`src/rtl/flood_pkg.sv`:
```
// ============================================================================
//  Module   : flood_pkg
//  Purpose  : Shared types and constants for the Flood-It move sequencer.
//  Revision : 1.0 - initial release
// ============================================================================
`default_nettype none

package flood_pkg;

    localparam int MAX_SIZE = 26;
    localparam int COLOR_W  = 3;
    localparam int COORD_W  = 5;

    localparam int N_SIZES = 7;
    localparam int LEGAL_SIZE [N_SIZES] = '{2, 6, 10, 14, 18, 22, 26};

    typedef enum logic [2:0] {
        S_IDLE       = 3'd0,
        S_LOAD_REQ   = 3'd1,
        S_LOAD_REL   = 3'd2,
        S_READY      = 3'd3,
        S_ISSUE      = 3'd4,
        S_WAIT_FLOOD = 3'd5,
        S_SCAN       = 3'd6,
        S_OVER       = 3'd7
    } state_t;

    function automatic logic is_legal_size(input int s);
        logic ok;
        ok = 1'b0;
        for (int i = 0; i < N_SIZES; i++) begin
            if (LEGAL_SIZE[i] == s) ok = 1'b1;
        end
        return ok;
    endfunction

endpackage

`default_nettype wire

```
`src/rtl/board_scanner.sv`:
```
// ============================================================================
//  Module   : board_scanner
//  Purpose  : Row-major uniformity scan of the board against the corner colour.
//  Revision : 1.0 - initial release
// ============================================================================
`default_nettype none

module board_scanner #(
    parameter int COLOR_W = 3,
    parameter int COORD_W = 5
) (
    input  logic               clk,
    input  logic               rst_n,
    input  logic               start,
    input  logic               abort,
    input  logic [COORD_W-1:0] size,
    input  logic [COLOR_W-1:0] data,
    output logic [COORD_W-1:0] row,
    output logic [COORD_W-1:0] col,
    output logic               done,
    output logic               match
);

    logic               r_active;
    logic               r_first;
    logic [COLOR_W-1:0] r_ref;
    logic [COORD_W-1:0] r_row;
    logic [COORD_W-1:0] r_col;

    logic [COORD_W-1:0] w_last_idx;
    logic               w_row_end;
    logic               w_last;

    assign w_last_idx = size - COORD_W'(1);
    assign w_row_end  = (r_col == w_last_idx);
    assign w_last     = w_row_end && (r_row == w_last_idx);

    // The corner cell is the reference itself, so cycle 0 always matches.
    assign match = r_first || (data == r_ref);
    assign done  = r_active && (!match || w_last);
    assign row   = r_row;
    assign col   = r_col;

    always_ff @(posedge clk or negedge rst_n) begin
        if (!rst_n) begin
            r_active <= 1'b0;
            r_first  <= 1'b0;
            r_ref    <= '0;
            r_row    <= '0;
            r_col    <= '0;
        end else if (start) begin
            r_active <= 1'b1;
            r_first  <= 1'b1;
            r_row    <= '0;
            r_col    <= '0;
        end else if (r_active) begin
            if (abort || done) begin
                r_active <= 1'b0;
                r_first  <= 1'b0;
                r_row    <= '0;
                r_col    <= '0;
            end else begin
                r_first <= 1'b0;
                if (r_first) r_ref <= data;
                if (w_row_end) begin
                    r_col <= '0;
                    r_row <= r_row + COORD_W'(1);
                end else begin
                    r_col <= r_col + COORD_W'(1);
                end
            end
        end
    end

endmodule

`default_nettype wire

```
`src/rtl/game_sequencer.sv`:
```
// ============================================================================
//  Module   : game_sequencer
//  Purpose  : Flood-It move controller: load handshake, move issue, win/loss.
//  Revision : 1.0 - initial release
// ============================================================================
`default_nettype none

module game_sequencer #(
    parameter int MAX_SIZE = 26,
    parameter int COLOR_W  = 3,
    parameter int COORD_W  = 5,
    parameter int MOVE_W   = 6
) (
    input  logic               CLOCK,
    input  logic               RESET_N,
    input  logic               NEW_GAME_REQ,
    input  logic [COORD_W-1:0] SIZE,
    input  logic [3:0]         COLOR_NUM,
    input  logic [MOVE_W-1:0]  MOVE_LIMIT,
    input  logic [COLOR_W-1:0] COLOR_BTN,
    input  logic               COLOR_BTN_VALID,
    output logic               START_NEW_GAME,
    input  logic               STARTED_GAME,
    output logic [COLOR_W-1:0] COLOR_SELECTED,
    output logic               COLOR_SEL_SIG,
    input  logic               CHANGING_COLOR,
    output logic [COORD_W-1:0] SCAN_ROW,
    output logic [COORD_W-1:0] SCAN_COL,
    input  logic [COLOR_W-1:0] SCAN_DATA,
    output logic [MOVE_W-1:0]  MOVES,
    output logic               WON,
    output logic               LOST,
    output logic               BUSY
);

    import flood_pkg::*;

    state_t             r_state;
    state_t             w_next_state;
    logic               r_pending;
    logic [MOVE_W-1:0]  r_moves;
    logic               r_won;
    logic               r_lost;
    logic [COLOR_W-1:0] r_color;
    logic               r_start_new_game;
    logic               r_color_sel_sig;
    logic               r_busy;

    logic               w_pending;
    logic               w_pending_clr;
    logic               w_accept;
    logic               w_clear_game;
    logic               w_set_won;
    logic               w_set_lost;
    logic               w_scan_start;
    logic               w_scan_abort;
    logic               w_scan_done;
    logic               w_scan_match;
    logic               w_btn_legal;
    logic               w_limit_hit;
    logic [COORD_W-1:0] w_size_eff;

    // An out-of-list edge falls back to the full board rather than a bogus scan.
    assign w_size_eff  = is_legal_size(int'(SIZE)) ? SIZE : COORD_W'(MAX_SIZE);
    assign w_pending   = r_pending || NEW_GAME_REQ;
    assign w_btn_legal = (32'(COLOR_BTN) < 32'(COLOR_NUM)) && (COLOR_BTN != SCAN_DATA);
    assign w_limit_hit = (MOVE_LIMIT != '0) && (r_moves >= MOVE_LIMIT);
    assign w_clear_game = (w_next_state == S_LOAD_REQ) && (r_state != S_LOAD_REQ);

    board_scanner #(
        .COLOR_W (COLOR_W),
        .COORD_W (COORD_W)
    ) u_scanner (
        .clk   (CLOCK),
        .rst_n (RESET_N),
        .start (w_scan_start),
        .abort (w_scan_abort),
        .size  (w_size_eff),
        .data  (SCAN_DATA),
        .row   (SCAN_ROW),
        .col   (SCAN_COL),
        .done  (w_scan_done),
        .match (w_scan_match)
    );

    always_ff @(posedge CLOCK or negedge RESET_N) begin
        if (!RESET_N) r_state <= S_IDLE;
        else          r_state <= w_next_state;
    end

    always_comb begin
        w_next_state  = r_state;
        w_pending_clr = 1'b0;
        w_accept      = 1'b0;
        w_set_won     = 1'b0;
        w_set_lost    = 1'b0;
        w_scan_start  = 1'b0;
        w_scan_abort  = 1'b0;
        case (r_state)
            S_IDLE, S_OVER: begin
                if (w_pending) begin
                    w_next_state  = S_LOAD_REQ;
                    w_pending_clr = 1'b1;
                end
            end
            S_LOAD_REQ: if (STARTED_GAME) w_next_state = S_LOAD_REL;
            S_LOAD_REL: begin
                if (!STARTED_GAME) begin
                    w_next_state = S_SCAN;
                    w_scan_start = 1'b1;
                end
            end
            S_READY: begin
                if (w_pending) begin
                    w_next_state  = S_LOAD_REQ;
                    w_pending_clr = 1'b1;
                end else if (COLOR_BTN_VALID && w_btn_legal) begin
                    w_next_state = S_ISSUE;
                    w_accept     = 1'b1;
                end
            end
            S_ISSUE: if (CHANGING_COLOR) w_next_state = S_WAIT_FLOOD;
            S_WAIT_FLOOD: begin
                if (!CHANGING_COLOR) begin
                    w_next_state = S_SCAN;
                    w_scan_start = 1'b1;
                end
            end
            S_SCAN: begin
                if (w_pending) begin
                    w_next_state  = S_LOAD_REQ;
                    w_pending_clr = 1'b1;
                    w_scan_abort  = 1'b1;
                end else if (w_scan_done) begin
                    if (w_scan_match) begin
                        w_next_state = S_OVER;
                        w_set_won    = 1'b1;
                    end else if (w_limit_hit) begin
                        w_next_state = S_OVER;
                        w_set_lost   = 1'b1;
                    end else begin
                        w_next_state = S_READY;
                    end
                end
            end
            default: w_next_state = S_IDLE;
        endcase
    end

    always_ff @(posedge CLOCK or negedge RESET_N) begin
        if (!RESET_N) begin
            r_pending        <= 1'b0;
            r_moves          <= '0;
            r_won            <= 1'b0;
            r_lost           <= 1'b0;
            r_color          <= '0;
            r_start_new_game <= 1'b0;
            r_color_sel_sig  <= 1'b0;
            r_busy           <= 1'b0;
        end else begin
            if (w_pending_clr)     r_pending <= 1'b0;
            else if (NEW_GAME_REQ) r_pending <= 1'b1;

            if (w_clear_game) begin
                r_moves <= '0;
                r_won   <= 1'b0;
                r_lost  <= 1'b0;
            end else begin
                if (w_accept && (r_moves != '1)) r_moves <= r_moves + MOVE_W'(1);
                if (w_set_won)  r_won  <= 1'b1;
                if (w_set_lost) r_lost <= 1'b1;
            end

            if (w_accept) r_color <= COLOR_BTN;

            r_start_new_game <= (w_next_state == S_LOAD_REQ);
            r_color_sel_sig  <= (w_next_state == S_ISSUE);
            r_busy           <= !(w_next_state inside {S_IDLE, S_READY, S_OVER});
        end
    end

    assign START_NEW_GAME = r_start_new_game;
    assign COLOR_SELECTED = r_color;
    assign COLOR_SEL_SIG  = r_color_sel_sig;
    assign MOVES          = r_moves;
    assign WON            = r_won;
    assign LOST           = r_lost;
    assign BUSY           = r_busy;

endmodule

`default_nettype wire

```
`config.mk`:
```
export PLATFORM = sky130hd
export DESIGN_NAME = game_sequencer
export DESIGN_NICKNAME = d
export VERILOG_FILES = /design/src/rtl/flood_pkg.sv /design/src/rtl/board_scanner.sv /design/src/rtl/game_sequencer.sv
export SDC_FILE = /design/constraint.sdc
export NUM_CORES = 1
export LEC_CHECK = 0
export CORE_ASPECT_RATIO = 1.4
export CORE_MARGIN = 2
export CORE_UTILIZATION = 30
export CTS_CLUSTER_DIAMETER = 200
export DETAILED_ROUTE_END_ITERATION = 6
export PLACE_DENSITY = 0.57
export SKIP_LAST_GASP = 1
export SLEW_MARGIN = 25
export SYNTH_ARGS = -nofsm -noshare
export SYNTH_HDL_FRONTEND = slang
export SYNTH_SLANG_ARGS = --single-unit
```
`constraint.sdc`:
```
create_clock -name CLOCK -period 5.75 [get_ports CLOCK]
set_input_delay 1.15 -clock CLOCK [delete_from_list [all_inputs] [get_ports CLOCK]]
set_output_delay 1.15 -clock CLOCK [all_outputs]
set_load 0.02 [all_outputs]
```
==> results of run 1 <==
state kept, by name (all words and copies together), names as in the netlist, 3 cells and up:
name             cells
MOVES                6
u_scanner.row        5
u_scanner.col        5
u_scanner.r_ref      3
r_state              3
COLOR_SELECTED       3
cell usage in the layout, fill, tap and decap left out, types with 3 or more instances in the layout:
cell             count
a211oi_1             4
a21o_1               3
a21oi_1              6
a22o_1               3
a31oi_1             10
a41o_1               3
and3_1               4
clkbuf_1             3
clkbuf_8             5
clkdlybuf4s50_1     50
dfrtp_1             33
ha_1                12
inv_1               16
mux2_2               3
mux2_4               3
mux2i_1              4
nand2_1             15
nand2b_1             4
nand3_1             11
nand4_1              3
nor2_1               9
nor2b_1              3
nor3_1               8
o211ai_1             3
o21ai_0              5
or2_2                3
xnor2_1             12
xor2_1               5
layout make-up:
| cell class | instances | area (um2) |
|---|---|---|
| Multi-Input combinational cell | 181 | 1360 |
| Tap cell | 97 | 121 |
| Timing Repair Buffer | 52 | 515 |
| Clock buffer | 8 | 80.1 |
| Sequential cell | 33 | 826 |
| Fill cell | 743 | 4400 |
| Inverter | 16 | 60.1 |
power by group through the flow:
stage | clock, mW | sequential, mW | combinational, mW
global placement | 0 | 0.376 | 0.537
detailed placement | 0 | 0.375 | 0.537
global route | 0.184 | 0.381 | 0.595
floorplan | 0 | 0.376 | 0.367
finish | 0.170 | 0.372 | 0.537
CTS | 0.172 | 0.372 | 0.540
per-layer routing:
metal / vias to the layer above / part of all wire, %
met1: 999 / 41
met4: 0 / 1.6
li1: 995 / -
met5: - / 0
met3: 6 / 3.9
met2: 42 / 53
stage by stage:
stage               instances  total power [mW]  hold slack [ns]  utilization (%)  setup slack, ns
finish                    387              1.08            0.503             40.2             2.17
floorplan                 237             0.744            0.504                -             2.85
global route              387              1.16            0.515             40.2             1.87
detailed placement        379             0.912            0.491             39.1             1.85
CTS                       387              1.08            0.506             40.2             2.15
global placement          379             0.913            0.489             39.1             1.87
worst paths after layout:
| kind | slack [ns] | endpoint | cells after the start | start |
|---|---|---|---|---|
| worst min register to register | 0.50 | COLOR_SELECTED[1] | 1 | COLOR_SELECTED[1] |
| max in group asynchronous | 4.17 | u_scanner.r_first | 2 | RESET_N |
| min in group asynchronous | 1.28 | COLOR_SELECTED[2] | 2 | RESET_N |
| worst max-delay path | 2.17 | MOVES[5] | 7 | SIZE[2] |
| worst min-delay path | 0.50 | COLOR_SELECTED[1] | 1 | COLOR_SELECTED[1] |
| worst max register to register | 3.21 | MOVES[5] | 6 | u_scanner.col[2] |
cell families (layout without fill, tap and decap cells):
logic type,after synthesis,after routing
muxes,10,10
and+or+nand+nor,77,77
xor gates and xnor gates,17,17
buffers and inverters,23,76
DFF,33,33
AOI/OAI and AO/OA,63,63
adders and majority gates,12,12
other,2,2
==> run metrics, run 1 <==
drt first pass iters=4; Synth Area in XOR/XNOR=about 6.5%; highest achievable clock rate=0.279 GHz; Resize count post-CTS=0; remaining antenna violation count=0; max-cap viol count=0; Max stage delay on crit path=0.74 ns; Primary FF master, synth=dfrtp_1; CTS tree=yes; Area Overhead vs Synth=29.9%; Pwr Density=365 mW/mm2; Placer Congestion=0.812; Adder-Cell Fraction of Synth Area=under 10%; combinational fraction of design power=roughly 50%; mux contribution to synthesized area=5.22%; Syn Inst Count=237; Max Buffers Root-to-Sink=2; Clock Skew=0.00612 ns; GRT met1 Usage=between 10% and 20%; compound-cell area share of the yosys netlist=21.9%; Vias/cell=5.28; number of global-route vias before repair=2088; total grt overflow=0; clk sink count=33; GRT Total Usage=14.1%; placed cell areas=approximately 0.0029 mm2; biggest area consumer among synthesized cells=dfrtp_1; Final Hold Fails=0; CP cell instances=clkdlybuf4s50_1 > a21bo_2 > or3_4 > a211oi_4 > nand4_1 > a21oi_1 > a32oi_1; met2 usage=25.4%; CTS Hold Bufs=0; crit path capture type=flip-flop; Final Cell Area=a little under 0.003 mm2; CP max-delay cell=a21oi_1; Post-Syn Area=0.00228 mm2; GR peak layer=met2; measured slew at the worst slew-check pin=0.901 ns; Leakage=between 1 and 1.5 nW; Syn Nets=276; Port Buffers=50; Netlist cell types=62; io pins=51; sequential power share=34.5%; Post-synth EDFFs=0; clock transition at the registers of the reported paths=0.07 ns; wire per inst=14.6 um; ys async rst share=100%; DIE WIDTH=~78 um; wirelength, routed=~5.6 mm; die area=0.00831 mm2; synth top area cells=dfrtp_1 (36%), ha_1 (6.6%), xnor2_1 (4.6%), a31oi_1 (2.7%), inv_1 (2.6%); CP Max Fanout=12; CP top delay family=compound AO/OA/AOI/OAI gates; main combinational cell family by area after synthesis=compound AO/OA/AOI/OAI gates; clock buffer count from CTS=5; Tmin final=3.58 ns; VDD IR max=0.000193 V; Root Buffer=clkbuf_8; Worst-Skew Late Latency=0.28 ns; met3 usage=3.03%; Final HPWL DP=4.28 mm; Avg Inst Size Synth=roughly 9.6 um2; yosys warns=0; Max H-tree Level=2; Worst Hold Class=flip-flop to flip-flop; Worst Path Required=5.86 ns; Int Pwr=0.616 mW; ANT cells=0; detailed-route via count=between 2000 and 2500; largest net degree at the start of global routing=34; RSZ-0062 raised after global routing=false; Relative slew margins=40.0%; Sw Share=42.9%; switching pwr=0.463 mW; drt drc=0; TNS Setup=0 ns; final worst-path cycle share=62.3%; Setup Fix Bufs, Post-CTS=0; Initial Utilization=30.9%; Yosys top cell area share=36.3%; initial antenna violation count=0; CP startpoint kind=primary input; Post-Synth Simple-Gate Area=19.0%; Setup-failing EPs final=0; clock share of power=15.8%; status=finished, final reports clean; core area=0.00736 mm2; Crit path buffers/inverters=1; Seq/Total Area, Yosys=between 30% and 40%; Crit Path Class=primary input to flip-flop; Final #Nets=between 300 and 400; layout cells sized above 1=between 8 and 9%; most frequent cell after synthesis=dfrtp_1; die height=107 um; first-pass GRT wire length=9.57 mm; synthesis-stage register bit count=33; top cells by count, synth=dfrtp_1 (33), inv_1 (16), nand2_1 (15); Cell Rows=37; Final Max Tran Viols=0; critical path data arrival time=3.69 ns; initial DRC count=159
Note: power is estimated with default switching activity, not from simulation.
==> inputs of run 2 (changes only) <==
==> constraint.sdc (replaced) <==
create_clock -name CLOCK -period 3.5 [get_ports CLOCK]
set_input_delay 0.7 -clock CLOCK [delete_from_list [all_inputs] [get_ports CLOCK]]
set_output_delay 0.7 -clock CLOCK [all_outputs]
set_load 0.02 [all_outputs]
==> run metrics, run 2 (same netlist as run 1, synthesis figures left out) <==
number of global-route vias before repair=2132 (+2.1%); RR Endpoint=u_scanner.r_ref[2]; Area Overhead vs Synth=31.4%; Final Max Tran Viols=0 (unchanged); Max Buffers Root-to-Sink=2 (unchanged); Max stage delay on crit path=0.48 ns (-0.26 ns); total grt overflow=0 (unchanged); first-pass GRT wire length=9.71 mm (+1.4%); clock buffer count from CTS=5 (unchanged); CTS tree=yes; Tmin final=3.02 ns; Final #Nets=332 (+1.2%); CP max-delay cell=clkdlybuf4s50_1; clk sink count=33 (unchanged); max-cap viol count=0 (unchanged); Vias/cell=5.20 (-1.5%); ANT cells=0 (unchanged); worst r2r path cells=6 (unchanged); Relative slew margins=50.2% (+10 points); initial antenna violation count=0 (unchanged); CP cell instances=clkdlybuf4s50_1 > a21bo_2 > or3_4 > a211oi_4 > a41oi_2 > and4_4 > mux2_4; status=finished, final reports clean; Crit path buffers/inverters=1 (unchanged); commonest cells after routing, fill and taps aside=clkdlybuf4s50_1 (50), dfrtp_1 (33), inv_1 (16); CP endpoint=u_scanner.r_ref[2]; Placer Congestion=0.845 (+4.1%); largest net degree at the start of global routing=34 (unchanged); io pins=51 (unchanged); max reg flops=6 (unchanged); DIE WIDTH=77.6 um (unchanged); remaining antenna violation count=0 (unchanged); drt drc=0 (unchanged); Setup Fix Bufs, Post-CTS=0 (unchanged); RR Startpoint=u_scanner.col[2]; reg2reg setup slack=1.09 ns (-2.12 ns); RSZ-0062 raised after global routing=false; most common cell after layout, fill and taps aside=clkdlybuf4s50_1; Max H-tree Level=2 (unchanged); clock transition at the registers of the reported paths=0.06 ns (about the same); Crit path depth=7 (unchanged); Setup-failing EPs final=0 (unchanged); Final Hold Fails=0 (unchanged); Worst Path Required=3.66 ns (-2.20 ns); critical path data arrival time=3.18 ns (-0.51 ns); Non-Filler Instances=391 (+1.0%); Crit Path Class=primary input to flip-flop; Worst Hold Class=flip-flop to flip-flop; VDD IR max=0.000324 V (+68%); Resize count post-CTS=0 (unchanged); Root Buffer=clkbuf_8; Port Buffers=50 (unchanged); Leakage=1.23 nW (+2.1%); CP top delay family=compound AO/OA/AOI/OAI gates; final worst-path cycle share=approximately 86%; crit path capture type=flip-flop; layout cells sized above 1=10.2% (+1.9 points); Initial Utilization=30.9% (unchanged); highest achievable clock rate=0.331 GHz; detailed-route via count=2032 (-0.49%); GRT Total Usage=14.4% (+0.35 points); core area=0.00736 mm2 (unchanged); Crit. Startpoint=SIZE[2]; Pwr Density=612 mW/mm2 (+68%); Final HPWL DP=4.41 mm (+3.2%); measured slew at the worst slew-check pin=0.742 ns (-0.159 ns); die area=0.00831 mm2 (unchanged); initial DRC count=124 (-22%); TNS Setup=0 ns (unchanged); Cell Rows=37 (unchanged); die height=107 um (unchanged); CTS Hold Bufs=0 (unchanged); CP startpoint kind=primary input; post-placement cell count=383 (+1.1%); wirelength, routed=5.83 mm (+3.3%); Clock Skew=0.0123 ns (+0.00614 ns); CP Max Fanout=13 (+1); Worst-Skew Late Latency=0.29 ns (about the same); drt first pass iters=4 (unchanged); wire per inst=14.9 um (+2.3%)
run 2: power breakdown:
part | leakage, nW | total [mW] | internal [mW] | switching [mW]
logic | 0.754 | 0.932 | 0.434 | 0.498
clock network | 0.0450 | 0.285 | 0.138 | 0.147
registers | 0.434 | 0.613 | 0.480 | 0.133
total | 1.23 | 1.83 | 1.05 | 0.778
run 2: final cells by class:
class	count	area, um2
tap	97	121
sequential	33	826
clock inverter	2	10.0
inverter	16	60.1
multi-input combinational	181	1360
fill	726	4370
timing repair buffer	56	546
clock buffer	6	72.6
run 2: worst min-delay path by stage:
stage	startpoint	end	slack, ns	depth (start not counted)
global placement	COLOR_SELECTED[2]	COLOR_SELECTED[2]	0.49	1
global route	COLOR_SELECTED[1]	COLOR_SELECTED[1]	0.54	1
finish	COLOR_SELECTED[2]	COLOR_SELECTED[2]	0.51	1
detailed placement	COLOR_SELECTED[2]	COLOR_SELECTED[2]	0.50	1
floorplan	RESET_N	BUSY	0.40	0
CTS	COLOR_SELECTED[2]	COLOR_SELECTED[2]	0.51	1
run 2: per-layer routing:
| metal | vias to the layer above | wire [um] | track usage (%) |
|---|---|---|---|
| met3 | 4 | 235 | 3.54 |
| met5 | - | 0 | 0 |
| met2 | 43 | 3090 | 26.7 |
| met4 | 0 | 54 | 4.34 |
| met1 | 980 | 2450 | 16.0 |
| li1 | 1005 | - | - |
run 2: stage by stage:
stage / utilization, % / hold slack (ns) / setup WS, ns / power, mW / instance area, um2
4_1_cts: 40.6 / 0.514 / 0.488 / 1.84 / 2990
6_report: 40.6 / 0.509 / 0.478 / 1.83 / 2990
3_3_place_gp: 39.5 / 0.488 / 0.262 / 1.55 / 2910
2_1_floorplan: - / 0.404 / 1.05 / 1.22 / 2280
3_5_place_dp: 39.5 / 0.499 / 0.185 / 1.55 / 2910
5_1_grt: 40.6 / 0.538 / 0.382 / 1.97 / 2990
==> inputs of run 3 (changes only) <==
--- a/config.mk
+++ b/config.mk
@@ -7,10 +7,11 @@
 export LEC_CHECK = 0
 export CORE_ASPECT_RATIO = 1.4
 export CORE_MARGIN = 2
-export CORE_UTILIZATION = 30
+export CORE_UTILIZATION = 51
 export CTS_CLUSTER_DIAMETER = 200
+export CTS_CLUSTER_SIZE = 16
 export DETAILED_ROUTE_END_ITERATION = 6
-export PLACE_DENSITY = 0.57
+export PLACE_DENSITY = 0.86
 export SKIP_LAST_GASP = 1
 export SLEW_MARGIN = 25
 export SYNTH_ARGS = -nofsm -noshare
==> run metrics, run 3 (same netlist as run 1, synthesis figures left out) <==
core area=0.00427 mm2 (-42%); number of global-route vias before repair=2083 (-2.3%); initial antenna violation count=0 (unchanged); max reg flops=6 (unchanged); measured slew at the worst slew-check pin=0.588 ns (-0.154 ns); Crit Path Class=primary input to flip-flop; Pwr Density=644 mW/mm2 (+5.2%); Port Buffers=50 (unchanged); CTS Hold Bufs=0 (unchanged); Max Buffers Root-to-Sink=2 (unchanged); CP endpoint=u_scanner.r_ref[0]; max-cap viol count=0 (unchanged); FILL cells=358 (-51%); CP cell instances=clkdlybuf4s50_1 > a21bo_2 > or3_4 > a211oi_4 > a41oi_2 > and4_4 > mux2_4; area occupied by multi-input gates=0.00136 mm2 (unchanged); final worst-path cycle share=86.5% (+0.18 points); highest achievable clock rate=0.330 GHz (-0.21%); HP Start=COLOR_SELECTED[0]; DIE WIDTH=60.5 um (-22%); Final #Nets=332 (unchanged); RR Startpoint=u_scanner.col[2]; reg2reg setup slack=1.03 ns (-0.06 ns); Cell Rows=28 (-24%); Max stage delay on crit path=0.48 ns (about the same); Sw Share=40.1% (-2.5 points); Area Overhead vs Synth=30.8%; Vias/cell=5.93 (+14%); layout cells sized above 1=10.2% (unchanged); CTS tree=yes; Final Hold Fails=0 (unchanged); Max H-tree Level=2 (unchanged); Tmin final=3.03 ns (+0.00625 ns); drt first pass iters=4 (unchanged); CP startpoint kind=primary input; Setup-failing EPs final=0 (unchanged); Setup Fix Bufs, Post-CTS=0 (unchanged); commonest cells after routing, fill and taps aside=clkdlybuf4s50_1 (50), dfrtp_1 (33), inv_1 (16); initial DRC count=57 (-54%); final worst slack=0.472 ns (-0.00625 ns); Worst-Skew Late Latency=0.29 ns (about the same); total grt overflow=0 (unchanged); detailed-route via count=2100 (+3.3%); worst r2r path cells=6 (unchanged); TNS Setup=0 ns (unchanged); Final Max Tran Viols=0 (unchanged); drt drc=0 (unchanged); Int Pwr=1.15 mW (+9.3%); RR Endpoint=u_scanner.r_ref[0]; wire per inst=15.8 um (+6.1%); VDD IR max=0.000424 V (+31%); GRT Total Usage=23.9% (+9.4 points); wirelength, routed=5.60 mm (-3.9%); die area=0.00502 mm2 (-40%); clock buffer count from CTS=5 (unchanged); Placer Congestion=0.802 (-5.1%); ANT cells=0 (unchanged); Crit. Startpoint=SIZE[2]; clock share of power=19.4% (+3.8 points); die height=83.1 um (-22%); Worst Path Required=3.68 ns (+0.02 ns); sequential power share=32.1% (-1.4 points); status=finished, final reports clean; CP max-delay cell=clkdlybuf4s50_1; RSZ-0062 raised after global routing=false; Initial Utilization=53.3% (+22 points); most common cell after layout, fill and taps aside=clkdlybuf4s50_1; Resize count post-CTS=0 (unchanged); Root Buffer=clkbuf_8; first-pass GRT wire length=9.34 mm (-3.8%); Relative slew margins=60.8% (+11 points); FF/Latch Area=826 um2 (unchanged); remaining antenna violation count=0 (unchanged); Clock Skew=0.00188 ns (-0.0104 ns); CP Max Fanout=13 (unchanged); Leakage=1.25 nW (+1.1%); clk sink count=33 (unchanged); clock transition at the registers of the reported paths=0.07 ns (about the same); switching pwr=0.768 mW (-1.3%); final core utilization=69.7% (+29 points); Final HPWL DP=4.19 mm (-5.0%); Worst Hold Class=flip-flop to flip-flop; io pins=51 (unchanged); crit path capture type=flip-flop; pre-CTS WS=0.216 ns (+0.0310 ns); combinational fraction of design power=48.5% (-2.4 points); largest net degree at the start of global routing=34 (unchanged); critical path data arrival time=3.21 ns (+0.03 ns)
run 3: final cells by class:
type	count	area share, %
Clock inverter	1	1.01
Inverter	16	2.02
Tap cell	60	2.52
Sequential cell	33	27.7
Clock buffer	7	2.90
Multi-Input combinational cell	181	45.5
Timing Repair Buffer	56	18.3
run 3: worst max-delay path: cells and delay by family:
kind            cells  cell delay, ns
simple gates        2            0.74
mux                 1            0.29
compound gates      3            0.99
buf+inv             1            0.48
run 3: worst min-delay path by stage:
stage	endpoint	cells after the start
2_1_floorplan	BUSY	0
3_3_place_gp	COLOR_SELECTED[2]	1
3_5_place_dp	COLOR_SELECTED[0]	1
4_1_cts	COLOR_SELECTED[0]	1
5_1_grt	COLOR_SELECTED[0]	1
6_report	COLOR_SELECTED[0]	1
run 3: through the flow:
| stage | instance area [um2] | hold WS [ns] | instances | total power, mW |
|---|---|---|---|---|
| 2_1_floorplan | 2280 | 0.404 | 237 | 1.22 |
| 3_3_place_gp | 2860 | 0.486 | 346 | 1.52 |
| 3_5_place_dp | 2860 | 0.494 | 346 | 1.54 |
| 4_1_cts | 2980 | 0.509 | 354 | 1.92 |
| 5_1_grt | 2980 | 0.515 | 354 | 2.04 |
| 6_report | 2980 | 0.506 | 354 | 1.92 |
run 3: power by group through the flow:
stage | clock, mW | combinational (mW) | sequential (mW)
global route | 0.392 | 1.02 | 0.634
floorplan | 0 | 0.603 | 0.618
finish | 0.371 | 0.931 | 0.616
CTS | 0.375 | 0.929 | 0.614
detailed placement | 0 | 0.928 | 0.617
global placement | 0 | 0.907 | 0.616
run 3: per-layer routing:
| layer | up-vias | share of wire (%) | GRT usage, % |
|---|---|---|---|
| met2 | 60 | 54 | 42.3 |
| met5 | - | 0 | 0 |
| met4 | 0 | 1.4 | 7.71 |
| li1 | 999 | - | - |
| met1 | 1033 | 40 | 27.5 |
| met3 | 8 | 4.7 | 4.98 |
==> patch 1, RTL diff (settings of run 3) <==
Make the reset (`RESET_N` and `rst_n`) synchronous in 3 clocked blocks.
--- a/src/rtl/board_scanner.sv
+++ b/src/rtl/board_scanner.sv
@@ -41,7 +41,7 @@
     assign row   = r_row;
     assign col   = r_col;
 
-    always_ff @(posedge clk or negedge rst_n) begin
+    always_ff @(posedge clk) begin
         if (!rst_n) begin
             r_active <= 1'b0;
             r_first  <= 1'b0;
--- a/src/rtl/game_sequencer.sv
+++ b/src/rtl/game_sequencer.sv
@@ -83,7 +83,7 @@
         .match (w_scan_match)
     );
 
-    always_ff @(posedge CLOCK or negedge RESET_N) begin
+    always_ff @(posedge CLOCK) begin
         if (!RESET_N) r_state <= S_IDLE;
         else          r_state <= w_next_state;
     end
@@ -147,7 +147,7 @@
         endcase
     end
 
-    always_ff @(posedge CLOCK or negedge RESET_N) begin
+    always_ff @(posedge CLOCK) begin
         if (!RESET_N) begin
             r_pending        <= 1'b0;
             r_moves          <= '0;
Behaviour: differs if RESET_N is asserted again (counterexample within 4 cycles, from zero or initial values and one cycle with RESET_N low); with RESET_N held inactive, the same outputs for 10 cycles.
==> patch 1 against run 3 <==
Global-route usage grew 0.56 points; worst setup slack better by 0.26 ns; critical endpoint is now MOVES[3]; routed wire length decreased by 3.5%; sequential cell count did not move; synthesized area down 5.1%; die area is 4.8% lower; synthesized cell count increased by 5.5%; design area down 5.1%.
Power is not compared: it rests on default switching activity, and its combinational part moved more than twofold at a synthesized area within 25%.
==> patch 1: results (changes against run 3) <==
- Run status: finished clean
- GRT Overall Usage: 0.2441 (+0.005620)
- WHS Endpoint: u_scanner.r_ref[0]
- First-pass detailed-route iteration total: 4 (unchanged)
- Reg2Reg Setup Slack: 1.14 ns (+0.11 ns)
- Largest stage delay on the critical path: 0.53 ns (+0.05 ns)
- Clk pin slew, worst setup/hold paths: 0.07 ns (about the same)
- Slew margin rel.: 0.5888 (-0.01898)
- Largest net degree at the start of global routing: 18 (-47%)
- HP Start: u_scanner.r_ref[0]
- H-tree lvl count: 2 (unchanged)
- Vias in the first global route: 1968 (-5.5%)
- Fillers: 331 (-7.5%)
- Routed vias/inst: 5.934 (about the same)
- Crit path max-delay family: compound AO/OA/AOI/OAI gates
- Hold depth: 2 (+1)
- Max VDD drop: 0.2227 mV
- CP arrival: 2.93 ns (-0.28 ns)
- Setup Skew: 0.004687 ns (+0.002804 ns)
- Worst r2r src: r_state[1]
- Crit-path slowest cell: o21ai_1
- Final wirelength: 5.400 mm (-3.5%)
- Max reg flops: 6 (unchanged)
- Syn. warnings: 0 (unchanged)
- Clk buf depth: 2 (unchanged)
- Post-synthesis sequential area ratio: 0.3057 (-0.05690)
- Ys async rst share: 0 (-1.000)
- Layout cells sized above 1: 0.07213 (-0.02991)
- Root Buffer: clkbuf_8
- R2R depth: 6 (unchanged)
- Global-route wire length before repair: 8.907 mm (-4.6%)
- Min-Delay Path Class: reg2reg
- Commonest cells post-synth: dfxtp_1 (33), nand2_1 (18), nor2_1 (16)
- IO buf count: 50 (unchanged)
- Top cells by area, synth: dfxtp_1 (31%), ha_1 (6.9%), mux2i_1 (4.6%), xor2_1 (4.5%), xnor2_1 (4.1%)
- Synth unique cells: 60 (-3.2%)
- CTS Buf Count: 5 (unchanged)
- Hpwl dp: 4.207 mm (+0.41%)
- # Post-CTS Setup Buffers: 0 (unchanged)
- Cts repair resizes: 0 (unchanged)
- Diode count: 0 (unchanged)
- Crit Path Max Fanout: 8 (-5)
- Final nets: 343 (+3.3%)
- Crit. Startpoint: SIZE[2]
- Area post-placement: 0.002711 sq mm (-5.3%)
- Skew-Pair Late Insertion Delay: 0.29 ns (about the same)
- DR iter-0 viols: 44 (-23%)
- LEAKAGE: 1.055 nW
- Syn_nets: 289 (+4.7%)
- GP Congestion: 0.8548 (+6.6%)
- Initial antenna violation count: 0 (unchanged)
- Reg-to-reg critical path endpoint: u_scanner.row[1]
[patch 1: logic make-up after synthesis]
family,share of synthesized area
adder cells (fa/ha/maj),0.06948
AO/OA/AOI/OAI,0.1673
AND/OR/NAND/NOR,0.2756
XOR/XNOR,0.09265
flip-flops,0.3057
multiplexers,0.05154
buffers and inverters,0.03416
other,0.003476
[patch 1: where the power goes]
part	internal (W)	switching (W)	total (W)
Combinational	0.000172	0.000199	0.000371
Clock	0.000232	0.000141	0.000373
Sequential	0.000407	0.0000576	0.000464
[patch 1: worst max path at each step]
stage                           to  slack (ns)
finish                    MOVES[3]        0.73
global route              MOVES[1]        0.54
CTS                       MOVES[3]        0.76
detailed placement        MOVES[3]        0.48
global placement    START_NEW_GAME        0.53
floorplan           START_NEW_GAME        1.21
[patch 1: worst min-delay path: cells and delay by family (launching register included)]
family        cells  cell delay, ns
mux               1            0.05
simple gates      1            0.05
flops             1            0.32
[patch 1: final cells by class]
cell class,count,area [sq um],area share
clock buffers,7,86.33,0.03053
clock inverters,1,30.03,0.01062
inverters,14,52.55,0.01858
multi-input cells,198,1426,0.5044
flip-flops and latches,33,660.6,0.2336
well taps,45,56.30,0.01991
repair buffers,52,515.5,0.1823
[patch 1: per-layer routing]
| metal | GRT usage | up-vias | part of all wire |
|---|---|---|---|
| met5 | 0 | - | 0 |
| met4 | 0.1159 | 0 | 0.030 |
| met3 | 0.05096 | 16 | 0.045 |
| met2 | 0.4611 | 64 | 0.55 |
| met1 | 0.2471 | 977 | 0.38 |
| li1 | - | 1020 | - |
[patch 1: through the flow]
stage	instances	setup slack [ns]	hold slack, ns	utilization
2_1_floorplan	250	1.210	0.4465	-
6_report	350	0.7271	0.4735	0.6840
3_3_place_gp	342	0.5347	0.4543	0.6559
3_5_place_dp	342	0.4809	0.4685	0.6559
5_1_grt	350	0.5441	0.5066	0.6840
4_1_cts	350	0.7640	0.4779	0.6840
==> patch 2, RTL diff (settings of run 3) <==
Made on the original files. Set the parameter `MOVE_W` to 12 (it was 6).
--- a/src/rtl/game_sequencer.sv
+++ b/src/rtl/game_sequencer.sv
@@ -9,7 +9,7 @@
     parameter int MAX_SIZE = 26,
     parameter int COLOR_W  = 3,
     parameter int COORD_W  = 5,
-    parameter int MOVE_W   = 6
+    parameter int MOVE_W   = 12
 ) (
     input  logic               CLOCK,
     input  logic               RESET_N,
Ports: changed (resized MOVES and MOVE_LIMIT); port bits go from 51 to 63. The function was not compared with the original's and may differ.
==> patch 2 against run 3 <==
Cell count increased by 19%; sequential cell count increased by 6; total power increased by 12%; design area increased by 19%; worst setup slack improved by 0.063 ns; synthesized area increased by 22%; routed wire length increased by 19%; die area increased by 21%.
==> patch 2: results (changes against run 3) <==
- Run status: finished clean
- Wire length per cell: 15.70 um (-0.73%)
- Largest net degree at the start of global routing: 40 (+18%)
- Clock buffers: 8 (+1)
- Signal buffers: 63 (+13%)
- Adder-cell area share of the yosys netlist: 0.08119 (+0.01526)
- Die area: 0.006053 sq mm (+21%)
- Final nets: 407 (+23%)
- Slew @ Worst Pin: 0.8897 ns (+0.3014 ns)
- Mean post-synth cell area: 9.467 sq um (-1.5%)
- Setup Skew: 0.01075 ns (+0.008868 ns)
- R2R depth: 7 (+1)
- Dpl cells: 415 (+20%)
- CP arrival: 3.16 ns (-0.05 ns)
- DR iter-0 viols: 112 (+96%)
- Yosys reg bits: 39 (+18%)
- Final Util: 0.6813 (-0.01574)
- Compound-Gate Fraction of Synth Area: 0.1691 (-0.05008)
- Met2 GRT Util: 0.4025 (-0.02042)
- NonClk Buf Share: 0.1760 (-0.007144)
- Crit-path slowest cell: o21ai_0
- Global-route wire length before repair: 11.32 mm (+21%)
- Routing usage on met3: 0.04585 (-0.003995)
- LEAKAGE: 1.551 nW (+24%)
- Share of the synthesized area in the top cell type: 0.3518 (-0.01081)
- GRT Overall Usage: 0.2363 (-0.002199)
- Post-synthesis xor/xnor area fraction: 0.09833 (+0.03295)
- Max reg flops: 12 (+6)
- Synth unique cells: 64 (+3.2%)
- GR Layer Usage met1: 0.2946 (+0.01991)
- M1 WL: 2.654 mm (+19%)
- Psw: 0.0009022 W (+17%)
- IO buf count: 62 (+24%)
- Crit Path Max Fanout: 14 (+1)
- Area post-placement: 0.003441 sq mm (+20%)
- Top cells by area, synth: dfrtp_1 (35%), ha_1 (8.1%), xnor2_1 (5.1%), nor2_1 (4.1%), xor2_1 (3.2%)
- Post-synthesis sequential area ratio: 0.3518 (-0.01081)
- Largest stage delay on the critical path: 0.57 ns (+0.09 ns)
- Wire length on met3: 378 um (+44%)
- Number of multi-input logic gates: 226 (+25%)
- Non-clock inverter count: 21 (+5)
- Max VDD drop: 0.3107 mV (-27%)
- Min-Delay Path Class: in2async
- DR vias: 2480 (+18%)
patch 2: worst paths after layout:
kind / slack (ns) / start / end
worst min register to register: 0.52 / COLOR_SELECTED[0] / COLOR_SELECTED[0]
worst max-delay path: 0.53 / COLOR_BTN[1] / WON
min in group CLOCK: 0.52 / COLOR_SELECTED[0] / COLOR_SELECTED[0]
max in group asynchronous: 2.41 / RESET_N / u_scanner.col[3]
worst min-delay path: 0.52 / RESET_N / MOVES[4]
worst max register to register: 1.04 / MOVES[6] / COLOR_SEL_SIG
patch 2: power groups by stage:
stage	combinational [W]	clock [W]	sequential, W
2_1_floorplan	0.000727	0	0.000753
3_3_place_gp	0.00104	0	0.000736
3_5_place_dp	0.00107	0	0.000744
4_1_cts	0.00108	0.000343	0.000735
5_1_grt	0.00118	0.000362	0.000761
6_report	0.00108	0.000339	0.000736
